**src/rtl/tow_pkg.sv**
```systemverilog
// Shared types and constants for the tug-of-war referee.
//   tow_state_t : round sequencing states of the referee FSM
//   WIN_*       : encodings driven on the referee's winner output
package tow_pkg;

  typedef enum logic [2:0] {
    SERVE,
    PLAY,
    WIN_L,
    WIN_R,
    OVER
  } tow_state_t;

  localparam logic [1:0] WIN_NONE  = 2'b00;
  localparam logic [1:0] WIN_LEFT  = 2'b10;
  localparam logic [1:0] WIN_RIGHT = 2'b01;

endpackage

```
**src/rtl/key_press_conditioner.sv**
```systemverilog
// Turns one raw, asynchronous player key into a single-cycle press pulse.
// Ports:
//   clk   : system clock
//   reset : asynchronous active-low reset
//   key   : raw key level, asynchronous to clk, active-high
//   pulse : registered, one-cycle-wide pulse per press; high in the cycle
//           after the third clock edge that samples the key high
module key_press_conditioner (
  input  logic clk,
  input  logic reset,
  input  logic key,
  output logic pulse
);

  logic sync_1;
  logic sync_2;
  logic key_prev;

  // Two-flop synchronizer followed by a registered rising-edge detect.
  // key_prev trails sync_2 by one cycle, so a held key yields one pulse.
  always_ff @(posedge clk or negedge reset) begin
    if (!reset) begin
      sync_1   <= 1'b0;
      sync_2   <= 1'b0;
      key_prev <= 1'b0;
      pulse    <= 1'b0;
    end else begin
      sync_1   <= key;
      sync_2   <= sync_1;
      key_prev <= sync_2;
      pulse    <= sync_2 & ~key_prev;
    end
  end

endmodule

```
**src/rtl/tow_referee.sv**
```systemverilog
// Game controller for the tug-of-war light row.
// Conditions both player keys into press pulses fanned out to every light
// cell, detects the rope crossing either end, keeps per-player scores,
// restarts each round through the row's synchronous reset and ends the
// match when a player reaches WIN_SCORE.
// Ports:
//   clk         : system clock
//   reset       : asynchronous active-low reset
//   key_l/key_r : raw player keys (asynchronous, active-high)
//   lights      : lightOn outputs of the row, [NUM_LIGHTS-1] leftmost
//   l_pulse     : one-cycle left press to every cell's L input
//   r_pulse     : one-cycle right press to every cell's R input
//   round_reset : synchronous active-high reset to every cell
//   winner      : 00 none, 10 left, 01 right
//   score_l/r   : rounds won by each player
//   match_over  : high once either score equals WIN_SCORE
module tow_referee
  import tow_pkg::*;
#(
  parameter int NUM_LIGHTS  = 9,
  parameter int SCORE_W     = 3,
  parameter int WIN_SCORE   = 7,
  parameter int HOLD_CYCLES = 4
) (
  input  logic                  clk,
  input  logic                  reset,
  input  logic                  key_l,
  input  logic                  key_r,
  input  logic [NUM_LIGHTS-1:0] lights,
  output logic                  l_pulse,
  output logic                  r_pulse,
  output logic                  round_reset,
  output logic [1:0]            winner,
  output logic [SCORE_W-1:0]    score_l,
  output logic [SCORE_W-1:0]    score_r,
  output logic                  match_over
);

  localparam int HOLD_W = (HOLD_CYCLES > 1) ? $clog2(HOLD_CYCLES) : 1;
  localparam logic [HOLD_W-1:0]  HOLD_LAST = HOLD_W'(HOLD_CYCLES - 1);
  localparam logic [SCORE_W-1:0] SCORE_MAX = SCORE_W'(WIN_SCORE);

  tow_state_t        state;
  tow_state_t        next_state;
  logic [HOLD_W-1:0] hold_cnt;
  logic              hold_done;
  logic [1:0]        last_winner;
  logic              raw_l_pulse;
  logic              raw_r_pulse;
  logic              win_l_evt;
  logic              win_r_evt;

  // Only the two end cells decide a round; the inner cells are observed
  // by the row itself and are deliberately not used here.
  logic unused_lights;
  assign unused_lights = ^lights[NUM_LIGHTS-2:1];

  key_press_conditioner u_cond_l (
    .clk   (clk),
    .reset (reset),
    .key   (key_l),
    .pulse (raw_l_pulse)
  );

  key_press_conditioner u_cond_r (
    .clk   (clk),
    .reset (reset),
    .key   (key_r),
    .pulse (raw_r_pulse)
  );

  assign hold_done = (hold_cnt == HOLD_LAST);

  // State register.
  always_ff @(posedge clk or negedge reset) begin
    if (!reset) begin
      state <= SERVE;
    end else begin
      state <= next_state;
    end
  end

  // Next-state and Moore/gating outputs. Pulses reach the row only in
  // PLAY; a simultaneous L and R press is passed through (cells treat it
  // as no move) but can never win.
  always_comb begin
    next_state  = state;
    l_pulse     = 1'b0;
    r_pulse     = 1'b0;
    round_reset = 1'b0;
    win_l_evt   = 1'b0;
    win_r_evt   = 1'b0;
    winner      = WIN_NONE;
    case (state)
      SERVE: begin
        round_reset = 1'b1;
        next_state  = PLAY;
      end
      PLAY: begin
        l_pulse   = raw_l_pulse;
        r_pulse   = raw_r_pulse;
        win_l_evt = raw_l_pulse & ~raw_r_pulse & lights[NUM_LIGHTS-1];
        win_r_evt = raw_r_pulse & ~raw_l_pulse & lights[0];
        if (win_l_evt) begin
          next_state = WIN_L;
        end else if (win_r_evt) begin
          next_state = WIN_R;
        end
      end
      WIN_L: begin
        winner = WIN_LEFT;
        if (hold_done) begin
          next_state = (score_l == SCORE_MAX) ? OVER : SERVE;
        end
      end
      WIN_R: begin
        winner = WIN_RIGHT;
        if (hold_done) begin
          next_state = (score_r == SCORE_MAX) ? OVER : SERVE;
        end
      end
      OVER: begin
        winner = last_winner;
      end
      default: begin
        next_state = SERVE;
      end
    endcase
  end

  // Hold counter runs only while a winner is displayed and rewinds on
  // expiry, so every win is shown for exactly HOLD_CYCLES cycles.
  always_ff @(posedge clk or negedge reset) begin
    if (!reset) begin
      hold_cnt <= '0;
    end else if ((state == WIN_L) || (state == WIN_R)) begin
      hold_cnt <= hold_done ? '0 : hold_cnt + 1'b1;
    end else begin
      hold_cnt <= '0;
    end
  end

  // Scores change only on the PLAY->WIN edge and saturate at WIN_SCORE.
  // last_winner remembers who took the final round so OVER can keep
  // showing it.
  always_ff @(posedge clk or negedge reset) begin
    if (!reset) begin
      score_l     <= '0;
      score_r     <= '0;
      last_winner <= WIN_NONE;
    end else begin
      if (win_l_evt) begin
        last_winner <= WIN_LEFT;
        if (score_l != SCORE_MAX) begin
          score_l <= score_l + 1'b1;
        end
      end
      if (win_r_evt) begin
        last_winner <= WIN_RIGHT;
        if (score_r != SCORE_MAX) begin
          score_r <= score_r + 1'b1;
        end
      end
    end
  end

  assign match_over = (score_l == SCORE_MAX) || (score_r == SCORE_MAX);

endmodule

```
**config.mk**
```make
export PLATFORM = sky130hd
export DESIGN_NAME = tow_referee
export DESIGN_NICKNAME = d
export VERILOG_FILES = /design/src/rtl/tow_pkg.sv /design/src/rtl/key_press_conditioner.sv /design/src/rtl/tow_referee.sv
export SDC_FILE = /design/constraint.sdc
export NUM_CORES = 1
export LEC_CHECK = 0
export CAP_MARGIN = 20
export CORE_UTILIZATION = 41
export DETAILED_ROUTE_END_ITERATION = 7
export GPL_TIMING_DRIVEN = 0
export PLACE_DENSITY = 0.73
export RECOVER_POWER = 25
export SLEW_MARGIN = 20
export SYNTH_ARGS = -nofsm -noshare
export SYNTH_HDL_FRONTEND = slang
export SYNTH_SLANG_ARGS = --single-unit
```
**constraint.sdc**
```tcl
create_clock -name clk -period 1.55 [get_ports clk]
set_input_delay 0.31 -clock clk [delete_from_list [all_inputs] [get_ports clk]]
set_output_delay 0.31 -clock clk [all_outputs]
set_load 0.005 [all_outputs]
```
==> out/qor_table.md <==
| Item | Value | Unit |
|:---|:---|:---|
| DR WL met2 | 1.11 | mm |
| Worst slew pin tran | 0.922 | ns |
| Highest routed layer | met4 | - |
| Final setup skew | 0.00319 | ns |
| Commonest non-fill, non-tap cell in the layout | sky130_fd_sc_hd__dfrtp_1 | - |
| DRT iter0 DRCs | 5 | - |
| Critical Path Sink Type | register | - |
| Wire length on met3 | 91 | um |
| PnR worst setup slack | -0.221 | ns |
| Proportion of layout cells with a drive suffix above 1 | 48.7 | % |
| Post-detailed-route DRC marker count | 0 | - |
| Area added between synthesis and finish | 54.9 | % |
| Clock latency of the later-clocked register in the worst-skew pair | 0.31 | ns |
| Number of setup violations in the final report | 11 | - |
| Placed cell areas | 1110 | um2 |
| First-pass detailed-route iteration total | 4 | - |
| Post-synthesis cell count | 68 | - |
| Final hold viol count | 0 | - |
| Post-synth net total | 86 | - |
| Wire length on met1 | 839 | um |
| Maximum level of the CTS H-tree | 1 | - |
| Worst Hold Class | register to register | - |
| Number of port buffers | 17 | - |
| Routed Wire Length | 2.05 | mm |
| Setup crit start kind | register | - |
| # clock sinks | 21 | - |
| Number of clock buffers inserted by TritonCTS | 3 | - |
| Number of flip-flops and latches in the synthesized netlist | 21 | - |
| Final Hold Slack | 0.365 | ns |
| Dpl hpwl | 1.06 | mm |
| Setup TNS Final | -1.50 | ns |
| Number of placed I/O pins | 25 | - |
| Setup repair after global routing missed its margin | true | - |
| Netlist cell types | 27 | - |
| Final design area excluding fillers | 1410 | um2 |
| Congestion Overflow GR | 0 | - |
| TritonCTS clock tree | done | - |
| Cell at the root of the clock tree | sky130_fd_sc_hd__clkbuf_4 | - |
| Number of buffers added to fix hold violations after cts | 0 | - |
| Final worst path period share | 114 | % |
| First-pass GRT wire length | 3.22 | mm |
| Final RePlAce weighted congestion | 0.817 | - |
| Post-synthesis instance area | 907 | um2 |
| Non-filler cells, final | 140 | - |
| Final Power | 2.23 | mW |
| # nets final | 132 | - |
| Overall fraction of global-route tracks in use | 17.9 | % |
| Avg WL per Cell | 14.6 | um |
| Vias in the first global route | 710 | - |
| Static leakage | 0.677 | nW |
| Minimum clock period | 1.77 | ns |
| Slew Limit Headroom | 38.4 | % |
| Total vias in the final route | 705 | - |
| Die height | 49.0 | um |
| Antenna-violating nets left | 0 | - |
| Failing checks | negative setup slack | - |
| Maximum number of pins on one net before global-route repair | 22 | - |
| Maximum clock insertion buffer count | 2 | - |
| Floorplan Core Area | 2020 | um2 |
| Kind of critical path | register to register | - |
| Worst IR drop on VDD | 837 | uV |
| Clk slew on worst S/H paths | 0.12 | ns |
| Total number of yosys warnings | 0 | - |
| Die Area | 2400 | um2 |
| Commonest cells after routing, fill and taps aside | 20 x sky130_fd_sc_hd__dfrtp_1, 17 x sky130_fd_sc_hd__buf_4, 11 x sky130_fd_sc_hd__buf_6 | - |
| CP Data Arrival Time | 1.98 | ns |
| Initial antenna violation count | 0 | - |
| Maximum frequency from static timing analysis | 565 | MHz |
| Synthesized area divided by synthesized cell count | 13.3 | um2 |
| Largest driver fanout on the critical path | 5 | - |
| Max-cap viol count | 0 | - |
| Required @ worst endpoint | 1.76 | ns |
| Status | complete, but fails checks | - |
| Number of cell rows | 16 | - |
| Starting density of the core | 44.9 | % |
| Die boundary width | 49.0 | um |
| Via count normalized by instance count | 5.04 | - |
| Sequential area share after synthesis | 57.9 | % |
| Pwr Density | 1590 | nW/um2 |
| Number of instances in the placed design | 112 | - |
| Count of final max-slew check failures | 0 | - |
| # diodes | 0 | - |
==> power by group <==
group,internal [mW],switching (mW),total (mW)
Sequential,0.691,0.0912,0.782
Clock,0.0987,0.176,0.275
Combinational,0.719,0.453,1.17
Total,1.51,0.720,2.23
==> Yosys cell counts <==
master / number / share of area [%]
sky130_fd_sc_hd__nand3b_1: 1 / 0.83
sky130_fd_sc_hd__o21ai_0: 1 / 0.55
sky130_fd_sc_hd__nand2b_1: 1 / 0.69
sky130_fd_sc_hd__a21o_1: 1 / 0.83
sky130_fd_sc_hd__a22o_1: 1 / 0.97
sky130_fd_sc_hd__a31oi_1: 1 / 0.69
sky130_fd_sc_hd__xnor2_1: 1 / 0.97
sky130_fd_sc_hd__o22ai_1: 2 / 1.4
sky130_fd_sc_hd__ha_1: 5 / 6.9
sky130_fd_sc_hd__or3b_4: 1 / 1.2
sky130_fd_sc_hd__nor2b_1: 5 / 3.4
sky130_fd_sc_hd__mux2_1: 2 / 2.5
sky130_fd_sc_hd__nor3b_4: 1 / 2.1
sky130_fd_sc_hd__and3b_1: 1 / 0.97
sky130_fd_sc_hd__a21oi_1: 5 / 2.8
sky130_fd_sc_hd__nand4b_1: 1 / 0.97
sky130_fd_sc_hd__nor3_1: 2 / 1.1
sky130_fd_sc_hd__dfrtp_1: 21 / 58
sky130_fd_sc_hd__mux2_4: 2 / 3.3
sky130_fd_sc_hd__nand2_1: 3 / 1.2
sky130_fd_sc_hd__buf_6: 2 / 2.5
sky130_fd_sc_hd__and2_1: 3 / 2.1
sky130_fd_sc_hd__xor2_1: 1 / 0.97
sky130_fd_sc_hd__nor3b_2: 1 / 1.4
sky130_fd_sc_hd__nor2_1: 1 / 0.41
sky130_fd_sc_hd__or2_2: 1 / 0.69
sky130_fd_sc_hd__nand4_1: 1 / 0.69
==> cells by family (layout without fill, tap and decap cells) <==
kind of cell    after synthesis  after routing  synth area share (%)
mux                           4              4                  5.79
simple gates                 23             23                  17.8
compound gates               11             11                  7.17
fa+ha+maj                     5              5                  6.90
buf+inv                       2             47                  2.48
flops                        21             21                  57.9
xor+xnor                      2              2                  1.93
==> critical path: stages (launching register included) <==
cell and delay [ns]:
sky130_fd_sc_hd__dfrtp_1 0.41, sky130_fd_sc_hd__buf_6 0.14, sky130_fd_sc_hd__buf_6 0.11, sky130_fd_sc_hd__or3b_4 0.38, sky130_fd_sc_hd__nor3b_4 0.29, sky130_fd_sc_hd__mux2_4 0.34
==> worst paths after layout <==
check	start	end	slack, ns	cells past startpoint
max reg2reg	state[1]	score_l[1]	-0.22	5
min reg2reg	u_cond_l.sync_1	u_cond_l.sync_2	0.37	0
max in group asynchronous	reset	state[2]	0.44	1
max	state[1]	score_l[1]	-0.22	5
min	u_cond_l.sync_1	u_cond_l.sync_2	0.37	0
min in group asynchronous	reset	hold_cnt[1]	0.50	1
==> sequential cells by signal (all words and copies together) (netlist names) <==
| register | count |
|---|---|
| hold_cnt | 2 |
| last_winner | 2 |
| score_l | 3 |
| score_r | 3 |
| state | 3 |
| u_cond_l.key_prev | 1 |
| u_cond_l.pulse | 1 |
| u_cond_l.sync_1 | 1 |
| u_cond_l.sync_2 | 1 |
| u_cond_r.key_prev | 1 |
| u_cond_r.pulse | 1 |
| u_cond_r.sync_1 | 1 |
| u_cond_r.sync_2 | 1 |
==> repair_timing <==
item	CTS	global route
resized for setup	55	7
pin swaps	8	4
setup endpoints to repair	13	12
setup buffers	21	5
==> stage by stage <==
stage	utilization [%]	worst slack (ns)
6_report	69.5	-0.221
5_1_grt	69.5	-0.252
4_1_cts	67.1	-0.187
3_5_place_dp	55.0	-0.316
3_3_place_gp	55.0	-0.312
2_1_floorplan	-	-0.0198
==> layer usage <==
metal,GRT usage [%],up-vias
li1,-,329
met5,0,-
met3,4.67,2
met4,2.94,0
met2,33.8,20
met1,20.4,354
==> area by class of cell <==
class                           count  area [um2]
Buffer                              2        22.5
Clock buffer                        3        22.5
Clock inverter                      1        7.51
Fill cell                         147         617
Multi-Input combinational cell     45         437
Sequential cell                    21         527
Tap cell                           27        33.8
Timing Repair Buffer               41         355
Note: power is estimated with default switching activity, not from simulation.
